## src/rtl/vec_result_queue.sv

```systemverilog
// Purpose : DEPTH-entry FWFT queue that buffers ALU result vectors (+ tag and lane zero mask) for the register file.
// Latency : enqueue to out_valid is 1 cycle; the head is presented combinationally from storage, with no empty bypass.
// Backpr. : in_ready = (count < DEPTH) comes from registered state only; out_ready never reaches in_ready combinationally.
//
// Ports:
//   clk, reset (async, active-low)
//   in_valid/in_ready/in_result/in_tag/in_op : ALU result producer side
//   flush                                    : synchronous clear; wins over same-cycle push/pop
//   out_valid/out_ready/out_result/out_tag/out_zero_mask : register file consumer side
//   count                                    : occupancy (0..DEPTH)
//   drop_err                                 : sticky; an entry with an undefined op was discarded

module vec_result_queue #(
  parameter int WIDTH = 20,
  parameter int LANES = 8,
  parameter int DEPTH = 4,
  parameter int TAGW  = 4
) (
  input  logic                          clk,
  input  logic                          reset,
  input  logic                          in_valid,
  output logic                          in_ready,
  input  logic [LANES-1:0][WIDTH-1:0]   in_result,
  input  logic [TAGW-1:0]               in_tag,
  input  logic [2:0]                    in_op,
  input  logic                          flush,
  output logic                          out_valid,
  input  logic                          out_ready,
  output logic [LANES-1:0][WIDTH-1:0]   out_result,
  output logic [TAGW-1:0]               out_tag,
  output logic [LANES-1:0]              out_zero_mask,
  output logic [$clog2(DEPTH):0]        count,
  output logic                          drop_err
);

  localparam int PW = $clog2(DEPTH);
  localparam int CW = PW + 1;

  // ALU op encodings; anything above DIV is undefined and gets dropped.
  localparam logic [2:0] OP_DIV = 3'b100;

  // Entry storage
  logic [LANES-1:0][WIDTH-1:0] r_mem_result [DEPTH];
  logic [TAGW-1:0]             r_mem_tag    [DEPTH];
  logic [LANES-1:0]            r_mem_zmask  [DEPTH];

  logic [PW-1:0] r_wr_ptr;
  logic [PW-1:0] r_rd_ptr;
  logic [CW-1:0] r_count;
  logic          r_drop_err;

  logic          w_in_hs;
  logic          w_op_bad;
  logic          w_push;
  logic          w_pop;
  logic [PW-1:0] w_wr_ptr_nxt;
  logic [PW-1:0] w_rd_ptr_nxt;
  logic [LANES-1:0] w_zero_mask;

  // ---------------------------------------------------------------------------
  // Handshake decode
  // ---------------------------------------------------------------------------
  assign in_ready  = (r_count < CW'(DEPTH));
  assign out_valid = (r_count != '0);

  assign w_in_hs  = in_valid && in_ready;
  assign w_op_bad = (in_op > OP_DIV);

  // An accepted entry with an undefined op is consumed but never stored.
  // Flush cancels both sides for this cycle.
  assign w_push = w_in_hs && !w_op_bad && !flush;
  assign w_pop  = out_valid && out_ready && !flush;

  // Explicit wrap keeps the pointers correct even if the width/depth relation changes.
  assign w_wr_ptr_nxt = (r_wr_ptr == PW'(DEPTH - 1)) ? '0 : r_wr_ptr + PW'(1);
  assign w_rd_ptr_nxt = (r_rd_ptr == PW'(DEPTH - 1)) ? '0 : r_rd_ptr + PW'(1);

  // Zero mask is computed once on the way in so the read side is a plain mux.
  always_comb begin
    w_zero_mask = '0;
    for (int i = 0; i < LANES; i++) begin
      w_zero_mask[i] = (in_result[i] == '0);
    end
  end

  // ---------------------------------------------------------------------------
  // Pointers and occupancy
  // ---------------------------------------------------------------------------
  always_ff @(posedge clk or negedge reset) begin
    if (!reset) begin
      r_wr_ptr <= '0;
      r_rd_ptr <= '0;
      r_count  <= '0;
    end else if (flush) begin
      r_wr_ptr <= '0;
      r_rd_ptr <= '0;
      r_count  <= '0;
    end else begin
      if (w_push) begin
        r_wr_ptr <= w_wr_ptr_nxt;
      end
      if (w_pop) begin
        r_rd_ptr <= w_rd_ptr_nxt;
      end
      // Simultaneous push and pop leaves occupancy unchanged.
      if (w_push && !w_pop) begin
        r_count <= r_count + CW'(1);
      end else if (w_pop && !w_push) begin
        r_count <= r_count - CW'(1);
      end
    end
  end

  // Sticky drop flag: only reset clears it, flush deliberately does not.
  always_ff @(posedge clk or negedge reset) begin
    if (!reset) begin
      r_drop_err <= 1'b0;
    end else if (w_in_hs && w_op_bad) begin
      r_drop_err <= 1'b1;
    end
  end

  // ---------------------------------------------------------------------------
  // Entry storage (data path, no reset needed: validity lives in r_count)
  // ---------------------------------------------------------------------------
  always_ff @(posedge clk) begin
    if (w_push) begin
      r_mem_result[r_wr_ptr] <= in_result;
      r_mem_tag[r_wr_ptr]    <= in_tag;
      r_mem_zmask[r_wr_ptr]  <= w_zero_mask;
    end
  end

  // ---------------------------------------------------------------------------
  // Head presentation: FWFT from storage, forced to zero while empty so stale
  // entries never leak onto the register-file bus.
  // ---------------------------------------------------------------------------
  always_comb begin
    out_result    = '0;
    out_tag       = '0;
    out_zero_mask = '0;
    if (out_valid) begin
      out_result    = r_mem_result[r_rd_ptr];
      out_tag       = r_mem_tag[r_rd_ptr];
      out_zero_mask = r_mem_zmask[r_rd_ptr];
    end
  end

  assign count    = r_count;
  assign drop_err = r_drop_err;

endmodule
```

## config.mk

```make
export PLATFORM = sky130hd
export DESIGN_NAME = vec_result_queue
export DESIGN_NICKNAME = d
export VERILOG_FILES = /design/src/rtl/vec_result_queue.sv
export SDC_FILE = /design/constraint.sdc
export NUM_CORES = 1
export LEC_CHECK = 0
export ABC_AREA = 1
export CAP_MARGIN = 20
export CORE_UTILIZATION = 37
export DETAILED_ROUTE_END_ITERATION = 8
export PLACE_DENSITY = 0.68
export SKIP_LAST_GASP = 1
export SLEW_MARGIN = 10
export SYNTH_ARGS = -nofsm -noshare
export SYNTH_HDL_FRONTEND = slang
export SYNTH_SLANG_ARGS = --single-unit
```

## constraint.sdc

```tcl
create_clock -name clk -period 12.15 [get_ports clk]
set_input_delay 3.0375 -clock clk [delete_from_list [all_inputs] [get_ports clk]]
set_output_delay 3.0375 -clock clk [all_outputs]
set_load 0.01 [all_outputs]
```

==> results by group, run 1 <==
Clock network
  • Worst-skew pair later-pin latency: around 0.61 ns
  • Cell at the root of the clock tree: clkbuf_16
  • TritonCTS Buffers: between 70 and 80
  • Postcts setup bufs: 0
  • Resized Gates After CTS: 0
  • CTS Sinks: just under 700
  • CTS max path bufs: 3
  • Post-CTS Hold Fix Bufs: 0
  • H-tree levels: 3
  • CTS tree: done
  • Clk pin slew, worst setup/hold paths: about 0.060 ns

Placement
  • Post-DP Area: roughly 32000 um^2
  • PortBufs: about 350
  • Placed insts: roughly 3400
  • Placer Congestion: 0.764
  • Detailed placer's ending HPWL: ~38000 um

Yosys
  • Synthesized area per cell: approximately 13 um^2
  • Area contributors post-synth: edfxtp_1, nor2_1, o21ai_0
  • Syn_nets: 2339
  • Synth top cells by count: nor2_1, edfxtp_1, o21ai_0, a21oi_1, o21ai_1
  • Synth unique cells: 20
  • Synthesis-stage register bit count: a little under 700
  • Post-synth EDFFs: around 700
  • Cell area after synthesis: 27300 um^2
  • Register area share after synthesis: roughly 76%
  • Async set-reset flop share out of synthesis: between 1 and 1.5%
  • Synth area leader: edfxtp_1
  • Synth warn: 0
  • Share of the synthesized area in the top cell type: 75.7%
  • Top_reg_cell synth: edfxtp_1
  • Post-synthesis instance total: between 2000 and 2500
  • Top-count cell post-synth: nor2_1

STA
  • Maximum achievable frequency: 127 MHz
  • Setup TNS: 0 ns
  • Final Max Tran Viols: 0
  • Slew @ Worst Pin: roughly 1.1 ns
  • Final period utilization: between 60% and 70%
  • Final setup skew: around 0.015 ns
  • Setup-failing EPs final: 0
  • Hold Vio Cnt, Final: 0
  • Final min period: about 8 ns
  • RSZ-0062 raised after global routing: no
  • Slew margin rel.: around 28%

Route
  • Via-to-Cell Ratio: 5.12
  • Routed Antenna Nets: 0
  • Pre-antenna DRT Iters: 5
  • Routed WL: 69100 um
  • Wire length per cell: roughly 20 um
  • DRT iter0 DRCs: 1400
  • DR vias: roughly 18000
  • DRC errors left: 0

Die
  • Starting density of the core: 37.4%
  • I/O pin count: between 300 and 400
  • Core ar.: 73000 um^2
  • Die H: 274 um
  • Std cell rows: around 100
  • Die area: about 75000 um^2
  • DIE WIDTH: approximately 270 um

Global route
  • Global-route wire length before repair: 104000 um
  • Number of global-route vias before repair: 18265
  • Grt total ovfl: 0
  • GRT Overall Usage: between 10% and 20%
  • Largest net degree at the start of global routing: roughly 130
  • Initial antenna violation count: 6

Worst hold path
  • Worst hold path type: reg2reg
  • Cells on Worst Hold Path: 1

Power and ir drop
  • Leakage: about 11 nW
  • Overall power: 6.84 mW
  • Power density over the cells: 201 nW/um^2
  • Peak VDD IR: between 0.0001 and 0.00015 V

Outcome
  • Outcome: complete, no violations

Final layout
  • Fin cells: around 3500
  • Final Util: a little under half
  • Layout overhead on the synthesized area: 24.8%
  • FILL cells: between 6000 and 7000
  • Fin nets: 2659
  • Design Area, Final: approximately 34000 um^2
  • Share of cells above drive strength 1: between 5 and 6%

Critical path
  • Startpoint Class: flop
  • Slowest Stage Delay on Critical Path: about 1 ns
  • CP Depth: 7
  • R2R depth: 7
  • Bufs and invs on worst path: 3
  • Slowest cell on crit path: dfrtp_4
  • Crit-path leading delay family: buffers and inverters
  • Crit path max fanout: 94
  • Setup Crit Path Kind: reg2out
  • Critical path, cell by cell: buf_4 > buf_4 > nor2_1 > nor2_1 > o21ai_0 > a21oi_1 > clkdlybuf4s50_1
  • CP required: just over 9 ns
  • CP arrival: 4.87 ns
  • CP Capture Type: output pin

Run
  • MaxCap Viol Count: 0
==> flip-flops by register name, summed over array words and instances, names as in the netlist <==
| register | cells |
|---|---|
| r_mem_tag | 16 |
| count | 3 |
| r_wr_ptr | 2 |
| drop_err | 1 |
| r_mem_result | 640 |
| r_mem_zmask | 32 |
| r_rd_ptr | 2 |
==> worst reg2reg max path, delay by kind of cell (launching register included) <==
| family | cells | cell delay, ns |
|---|---|---|
| flops | 1 | 0.44 |
| buf+inv | 3 | 1.59 |
| simple gates | 4 | 1.20 |
==> cells by family (layout without fill, tap and decap cells) <==
| family | count (synthesis) | count (layout) | share of synthesized area (%) |
|---|---|---|---|
| buffers and inverters | 151 | 532 | 2.46 |
| flip-flops | 696 | 696 | 76.4 |
| adder cells (fa/ha/maj) | 5 | 5 | 0.257 |
| AO/OA/AOI/OAI | 525 | 525 | 9.63 |
| AND/OR/NAND/NOR | 784 | 784 | 11.2 |
| XOR/XNOR | 1 | 1 | 0.0321 |
| other | 0 | 1 | 0 |
==> stage by stage <==
step / worst slack (ns) / hold slack, ns
4_1_cts: 4.14 / 0.457
3_5_place_dp: 4.82 / 0.443
2_1_floorplan: 0.872 / 0.493
5_1_grt: 3.80 / 0.502
6_report: 4.25 / 0.455
3_3_place_gp: 4.87 / 0.438
==> cell type report <==
| class | instances | area (um^2) | share of cell area, % |
|---|---|---|---|
| clock buffer | 106 | 2060 | 6.04 |
| sequential | 696 | 20900 | 61.2 |
| clock inverter | 32 | 352 | 1.03 |
| tap | 959 | 1200 | 3.52 |
| inverter | 18 | 80.1 | 0.235 |
| antenna | 1 | 2.50 | 0.00734 |
| multi-input combinational | 1315 | 5810 | 17.0 |
| timing repair buffer | 376 | 3720 | 10.9 |
==> routing by layer <==
| metal | vias up | part of all wire, % | track usage (%) |
|---|---|---|---|
| met3 | 107 | 7.9 | 5.10 |
| met5 | - | 0.078 | 0 |
| met4 | 8 | 2.2 | 5.84 |
| met1 | 8849 | 40 | 22.0 |
| met2 | 559 | 50 | 30.9 |
| li1 | 8395 | - | - |
==> placed cells by master, fill, tap and decap left out, types with 2 or more instances in the layout <==
master,count
nor2_1,700
edfxtp_1,688
clkdlybuf4s50_1,349
o21ai_0,248
a21oi_1,175
o21ai_1,101
clkbuf_16,78
nor4_1,40
clkbuf_1,28
buf_4,26
nand2_1,25
inv_1,16
nand3_1,14
clkinv_2,10
clkinv_1,8
bufinv_16,6
dfrtp_1,6
nor2_4,4
ha_1,4
inv_6,3
clkinv_8,3
clkinv_4,2
dfrtp_4,2
==> path summary, 6_finish.rpt <==
check                                      endpoint  slack, ns         from
max in group asynchronous               r_rd_ptr[0]       9.11        reset
min in group asynchronous                  count[2]       2.73        reset
worst min register to register             drop_err       0.46     drop_err
worst min-delay path                       drop_err       0.46     drop_err
worst max-delay path                  out_result[0]       4.25  r_rd_ptr[0]
worst max register to register  r_mem_result[0][14]       8.48     count[2]
==> power by group <==
group	switching [mW]	internal, mW
clock network	0.901	1.32
logic	1.09	0.765
registers	0.0508	2.72
Note: power is estimated with default switching activity, not from simulation.
==> run 2: changes to the inputs <==
--- a/config.mk
+++ b/config.mk
@@ -9,7 +9,7 @@
 export CAP_MARGIN = 20
 export CORE_UTILIZATION = 37
 export DETAILED_ROUTE_END_ITERATION = 8
-export PLACE_DENSITY = 0.68
+export PLACE_DENSITY = 0.7
 export SKIP_LAST_GASP = 1
 export SLEW_MARGIN = 10
 export SYNTH_ARGS = -nofsm -noshare
==> constraint.sdc (replaced) <==
create_clock -name clk -period 6.9 [get_ports clk]
set_input_delay 1.725 -clock clk [delete_from_list [all_inputs] [get_ports clk]]
set_output_delay 1.725 -clock clk [all_outputs]
set_load 0.01 [all_outputs]
==> run 2 against run 1 <==
Against the previous run: worst hold slack gained 0.017 ns; via count grew 0.16%; setup slack lost 2.8 ns; sequential cell count is the same; clock skew grew 0.017 ns; critical endpoint is now out_zero_mask[1]; critical path depth shrank 1; count of clock-buffer cells in the layout shrank 18; combinational power grew 77%; final cell count shrank 0.40%; register-to-register slack lost 4.3 ns.
==> results by group, run 2 (synthesized netlist as in run 1, its figures left out) <==
Run
  • MaxCap Viol Count: 0

Placement
  • Detailed placer's ending HPWL: 36900 um
  • PortBufs: around 350
  • Placed insts: roughly 3400
  • Placer Congestion: roughly 0.82

Final layout
  • Commonest non-fill, non-tap cells in the layout: nor2_1, edfxtp_1, clkdlybuf4s50_1, o21ai_0, a21oi_1
  • Most common cell after layout, fill and taps aside: nor2_1
  • Largest register FFs: 640
  • Layout overhead on the synthesized area: 25.2%
  • Share of cells above drive strength 1: between 5 and 6%
  • Top Registers: r_mem_result: 640 flops, r_mem_zmask: 32 flops, r_mem_tag: 16 flops
  • Fin cells: 3489
  • Fin nets: 2652
  • Top reg by flops: r_mem_result

Die
  • Die area: 74900 um^2
  • Core ar.: about 73000 um^2
  • DIE WIDTH: 274 um
  • Starting density of the core: between 30% and 40%
  • Die H: ~270 um
  • Std cell rows: slightly below 100
  • I/O pin count: 350

Critical path
  • Slowest cell on crit path: dfrtp_4
  • R2r startpoint: count[2]
  • Bufs and invs on worst path: 2
  • Setup Crit Path Kind: reg2out
  • R2r endpoint: r_mem_zmask[0][4]
  • CP arrival: between 3 and 4 ns
  • Slowest Stage Delay on Critical Path: just under 0.9 ns
  • CP Capture Type: output pin
  • Critical path, cell by cell: buf_12 > nor2_1 > nor2_1 > o21ai_0 > a21oi_1 > clkdlybuf4s50_1
  • CP required: between 5 and 6 ns
  • R2R depth: 6
  • Critical path's most frequent cell: nor2_1
  • Startpoint Class: flop
  • Crit path max fanout: approximately 200
  • Crit-path leading delay family: buffers and inverters
  • Worst R2R Setup Slack: 4.20 ns

Route
  • Via-to-Cell Ratio: 5.14
  • Pre-antenna DRT Iters: 5
  • Wire length per cell: a little under 20 um
  • DRC errors left: 0
  • Routed WL: 67600 um
  • Routed Antenna Nets: 0
  • DRT iter0 DRCs: about 1400
  • DR vias: about 18000

Clock network
  • Worst-skew pair later-pin latency: ~0.62 ns
  • CTS Sinks: between 600 and 700
  • Cell at the root of the clock tree: clkbuf_16
  • CTS tree: done
  • Post-CTS Hold Fix Bufs: 0
  • Resized Gates After CTS: 0
  • H-tree levels: 3
  • Postcts setup bufs: 0
  • CTS max path bufs: 3
  • TritonCTS Buffers: 74
  • Clk pin slew, worst setup/hold paths: 0.06 ns

Global route
  • Grt total ovfl: 0
  • GRT Max-Usage Layer: met2
  • Global-route wire length before repair: around 100000 um
  • M1 GR Usage: 21.0%
  • GR Util met3: roughly 4.6%
  • Largest net degree at the start of global routing: 196
  • Number of global-route vias before repair: roughly 18000
  • Initial antenna violation count: 1
  • M2 GR Usage: 30.6%
  • GRT Overall Usage: roughly 18%

STA
  • Final period utilization: between 70 and 80%
  • Final min period: roughly 5.5 ns
  • Maximum achievable frequency: approximately 180 MHz
  • Slew @ Worst Pin: 1.45 ns
  • Slew margin rel.: 3.47%
  • Final Max Tran Viols: 0
  • Hold Vio Cnt, Final: 0
  • RSZ-0062 raised after global routing: no
  • Final setup skew: ~0.032 ns
  • Setup-failing EPs final: 0

Outcome
  • Outcome: complete, no violations

Power and ir drop
  • Overall power: approximately 12 mW
  • Leakage: 11.2 nW
  • Power density over the cells: approximately 350 nW/um^2
  • Peak VDD IR: between 0.0002 and 0.0003 V

Worst hold path
  • Worst hold path type: reg2reg
  • Cells on Worst Hold Path: 1
  • Hold Path End: drop_err
  • Source of the worst hold timing path: drop_err
[run 2: cell types whose count changed in the layout (fill, tap and decap cells not counted), sizes merged]
| cell | delta |
|---|---|
| inv | +1 |
| buf | -6 |
| bufinv | +1 |
| clkinvlp | +4 |
| clkinv | +4 |
| clkbuf | -18 |
[run 2: how the worst max path moves through the flow]
stage	slack (ns)	cells after the start	from	end
after global routing	1.20	5	r_rd_ptr[0]	out_result[74]
after floorplan	-0.20	5	in_op[0]	r_mem_result[0][0]
after detailed placement	2.07	5	r_rd_ptr[0]	out_result[74]
after global placement	2.13	5	r_rd_ptr[0]	out_result[74]
after CTS	1.40	5	r_rd_ptr[0]	out_result[72]
final	1.40	6	r_rd_ptr[0]	out_zero_mask[1]
[run 2: stage by stage]
step | instance area (um^2) | setup slack, ns | hold WS, ns | utilization, % | TNS, ns
2_1_floorplan | 27300 | -0.200 | 0.493 | - | -137.37
3_5_place_dp | 31700 | 2.07 | 0.471 | 43.5 | 0
3_3_place_gp | 31700 | 2.13 | 0.441 | 43.5 | 0
6_report | 34200 | 1.40 | 0.472 | 46.8 | 0
5_1_grt | 34200 | 1.20 | 0.502 | 46.8 | 0
4_1_cts | 34200 | 1.40 | 0.485 | 46.8 | 0
[run 2: cell type report]
| class | instances | area (um^2) |
|---|---|---|
| clock inverters | 42 | 470 |
| multi-input cells | 1315 | 5810 |
| flip-flops and latches | 696 | 20900 |
| well taps | 959 | 1200 |
| fillers | 6228 | 38800 |
| repair buffers | 370 | 3790 |
| diodes | 1 | 2.50 |
| inverters | 18 | 80.1 |
| clock buffers | 88 | 1960 |
[run 2: metal layers]
metal	up-vias	part of all wire, %	wire [um]
li1	8373	-	-
met1	8827	39	26600
met2	633	50	34100
met3	111	8.2	5520
met4	2	2.2	1480
met5	-	0.018	12
[run 2: where the power goes]
group / switching [mW] / internal, mW
Combinational: 1.92 / 1.36
Clock: 1.63 / 2.31
Sequential: 0.0829 / 4.78
==> run 3: changes to the inputs <==
==> constraint.sdc (replaced) <==
create_clock -name clk -period 4.9 [get_ports clk]
set_input_delay 1.225 -clock clk [delete_from_list [all_inputs] [get_ports clk]]
set_output_delay 1.225 -clock clk [all_outputs]
set_load 0.01 [all_outputs]
==> run 3 against run 2 <==
Against the previous run: sequential share of layout area is 0.24 points lower; register-to-register slack worse by 1.6 ns; critical path depth is 1 lower; final cell count is 0.34% higher; final area is 0.39% higher; count of clock-buffer cells in the layout is 8 higher; total power is 41% higher; clock power is 39% higher; die area stayed put; routed wire length is 0.71% higher; sequential cell count stayed put; worst hold slack worse by 0.0090 ns.
==> results by group, run 3 (synthesized netlist as in run 1, its figures left out) <==
Critical path
  • R2r startpoint: count[2]
  • Crit-path leading delay family: buffers and inverters
  • Slowest Stage Delay on Critical Path: 0.58 ns
  • Slowest cell on crit path: clkdlybuf4s50_1
  • CP arrival: between 3 and 4 ns
  • CP Capture Type: output pin
  • Setup Crit Path Kind: reg2out
  • CP required: 3.67 ns
  • Critical path, cell by cell: inv_8 > buf_4 > o21ai_0 > a21oi_1 > clkdlybuf4s50_1
  • Worst R2R Setup Slack: between 2 and 3 ns
  • Crit path max fanout: slightly below 100
  • R2R depth: 6
  • Bufs and invs on worst path: 3
  • Critical path origin: r_rd_ptr[0]
  • R2r endpoint: r_mem_result[0][12]
  • Startpoint Class: flop

Clock network
  • Clk pin slew, worst setup/hold paths: approximately 0.060 ns
  • Worst-skew pair later-pin latency: approximately 0.6 ns
  • CTS Sinks: 696
  • CTS max path bufs: 3
  • Resized Gates After CTS: 0
  • Postcts setup bufs: 0
  • CTS tree: done
  • H-tree levels: 3
  • Cell at the root of the clock tree: clkbuf_16
  • TritonCTS Buffers: between 70 and 80
  • Post-CTS Hold Fix Bufs: 0

Placement
  • Detailed placer's ending HPWL: 38500 um
  • Placer Congestion: slightly below 0.8
  • Post-DP Area: 31900 um^2
  • PortBufs: roughly 350

Die
  • Die area: 74900 um^2
  • Core ar.: 73000 um^2
  • DIE WIDTH: ~270 um
  • Die H: ~270 um
  • Starting density of the core: a little under two fifths
  • Std cell rows: 99
  • I/O pin count: 350

Route
  • Wire length per cell: just under 20 um
  • Routed Antenna Nets: 0
  • DRC errors left: 0
  • Via-to-Cell Ratio: about 5.2
  • Routed WL: roughly 70000 um
  • DRT iter0 DRCs: 1486
  • DR vias: approximately 18000
  • Pre-antenna DRT Iters: 5

Global route
  • Initial antenna violation count: 1
  • Grt total ovfl: 0
  • GRT Overall Usage: between 10% and 20%
  • Largest net degree at the start of global routing: approximately 140
  • Global-route wire length before repair: roughly 100000 um
  • Number of global-route vias before repair: roughly 18000

STA
  • Final min period: about 4.3 ns
  • Final Max Tran Viols: 0
  • Slew margin rel.: approximately 43%
  • Maximum achievable frequency: between 200 and 250 MHz
  • Final period utilization: around nine tenths
  • Setup TNS: 0 ns
  • Hold Vio Cnt, Final: 0
  • Final setup skew: 0.0210 ns
  • Setup-failing EPs final: 0
  • Slew @ Worst Pin: 0.855 ns
  • RSZ-0062 raised after global routing: no

Outcome
  • Outcome: complete, no violations

Final layout
  • Design Area, Final: 34300 um^2
  • Top reg by flops: r_mem_result
  • Share of cells above drive strength 1: under 10%
  • Top Registers: r_mem_result: 640 flops, r_mem_zmask: 32 flops, r_mem_tag: 16 flops
  • Largest register FFs: 640
  • Fin nets: 2660
  • Layout overhead on the synthesized area: 25.6%
  • FILL cells: roughly 6300
  • Commonest non-fill, non-tap cells in the layout: nor2_1, edfxtp_1, clkdlybuf4s50_1, o21ai_0, a21oi_1
  • Most common cell after layout, fill and taps aside: nor2_1

Worst hold path
  • Hold Path End: drop_err
  • Worst hold path type: reg2reg
  • Source of the worst hold timing path: drop_err
  • Cells on Worst Hold Path: 1

Power and ir drop
  • Power density over the cells: slightly below 500 nW/um^2
  • Leakage: around 11 nW
  • Peak VDD IR: roughly 0.00036 V

Run
  • MaxCap Viol Count: 0
## run 3: changes by cell type in the layout (fill, tap and decap cells not counted)
cell / previous run / this run
buf_12: 11 / 20
clkbuf_1: 11 / 18
clkinvlp_4: 5 / 1
clkinv_16: 2 / 0
clkinv_8: 0 / 2
inv_6: 2 / 4
buf_4: 10 / 9
bufinv_16: 7 / 6
clkbuf_16: 76 / 77
inv_16: 2 / 1
## run 3: per-stage QoR
stage | cells | util [%] | power [mW] | worst slack [ns] | hold slack (ns)
floorplan | 2162 | - | 9.24 | -1.70 | 0.493
global route | 3500 | 47.0 | 17.8 | 0.388 | 0.501
CTS | 3500 | 47.0 | 17.2 | 0.528 | 0.469
detailed placement | 3366 | 43.7 | 11.6 | 1.21 | 0.456
finish | 3501 | 47.0 | 17.0 | 0.582 | 0.463
global placement | 3366 | 43.7 | 11.6 | 1.28 | 0.441
## run 3: worst max path at each step
stage / to / depth (start not counted) / slack [ns]
after floorplan: r_mem_result[0][0] / 5 / -1.70
after global placement: out_zero_mask[2] / 5 / 1.28
after detailed placement: out_zero_mask[2] / 5 / 1.21
after CTS: out_zero_mask[2] / 5 / 0.53
after global routing: out_zero_mask[2] / 5 / 0.39
final: out_zero_mask[2] / 5 / 0.58
## run 3: power breakdown
part	switching [mW]	total [mW]	internal, mW
sequential	0.0581	6.79	6.73
combinational	2.75	4.71	1.96
clock	2.26	5.48	3.23
## run 3: layout make-up
| class | instances | area [um^2] | share of cell area, % |
|---|---|---|---|
| well taps | 959 | 1200 | 3.50 |
| inverters | 18 | 80.1 | 0.233 |
| clock inverters | 38 | 380 | 1.11 |
| multi-input cells | 1315 | 5810 | 16.9 |
| repair buffers | 378 | 3960 | 11.5 |
| clock buffers | 96 | 2010 | 5.85 |
| flip-flops and latches | 696 | 20900 | 60.8 |
| diodes | 1 | 2.50 | 0.00729 |
## run 3: routing by layer
metal  wire, um  up-vias  GRT usage [%]
met4       1670        2           5.73
li1           -     8399              -
met2      34200      673           30.9
met5         17        -              0
met3       5700      117           4.87
met1      26600     8928           21.0
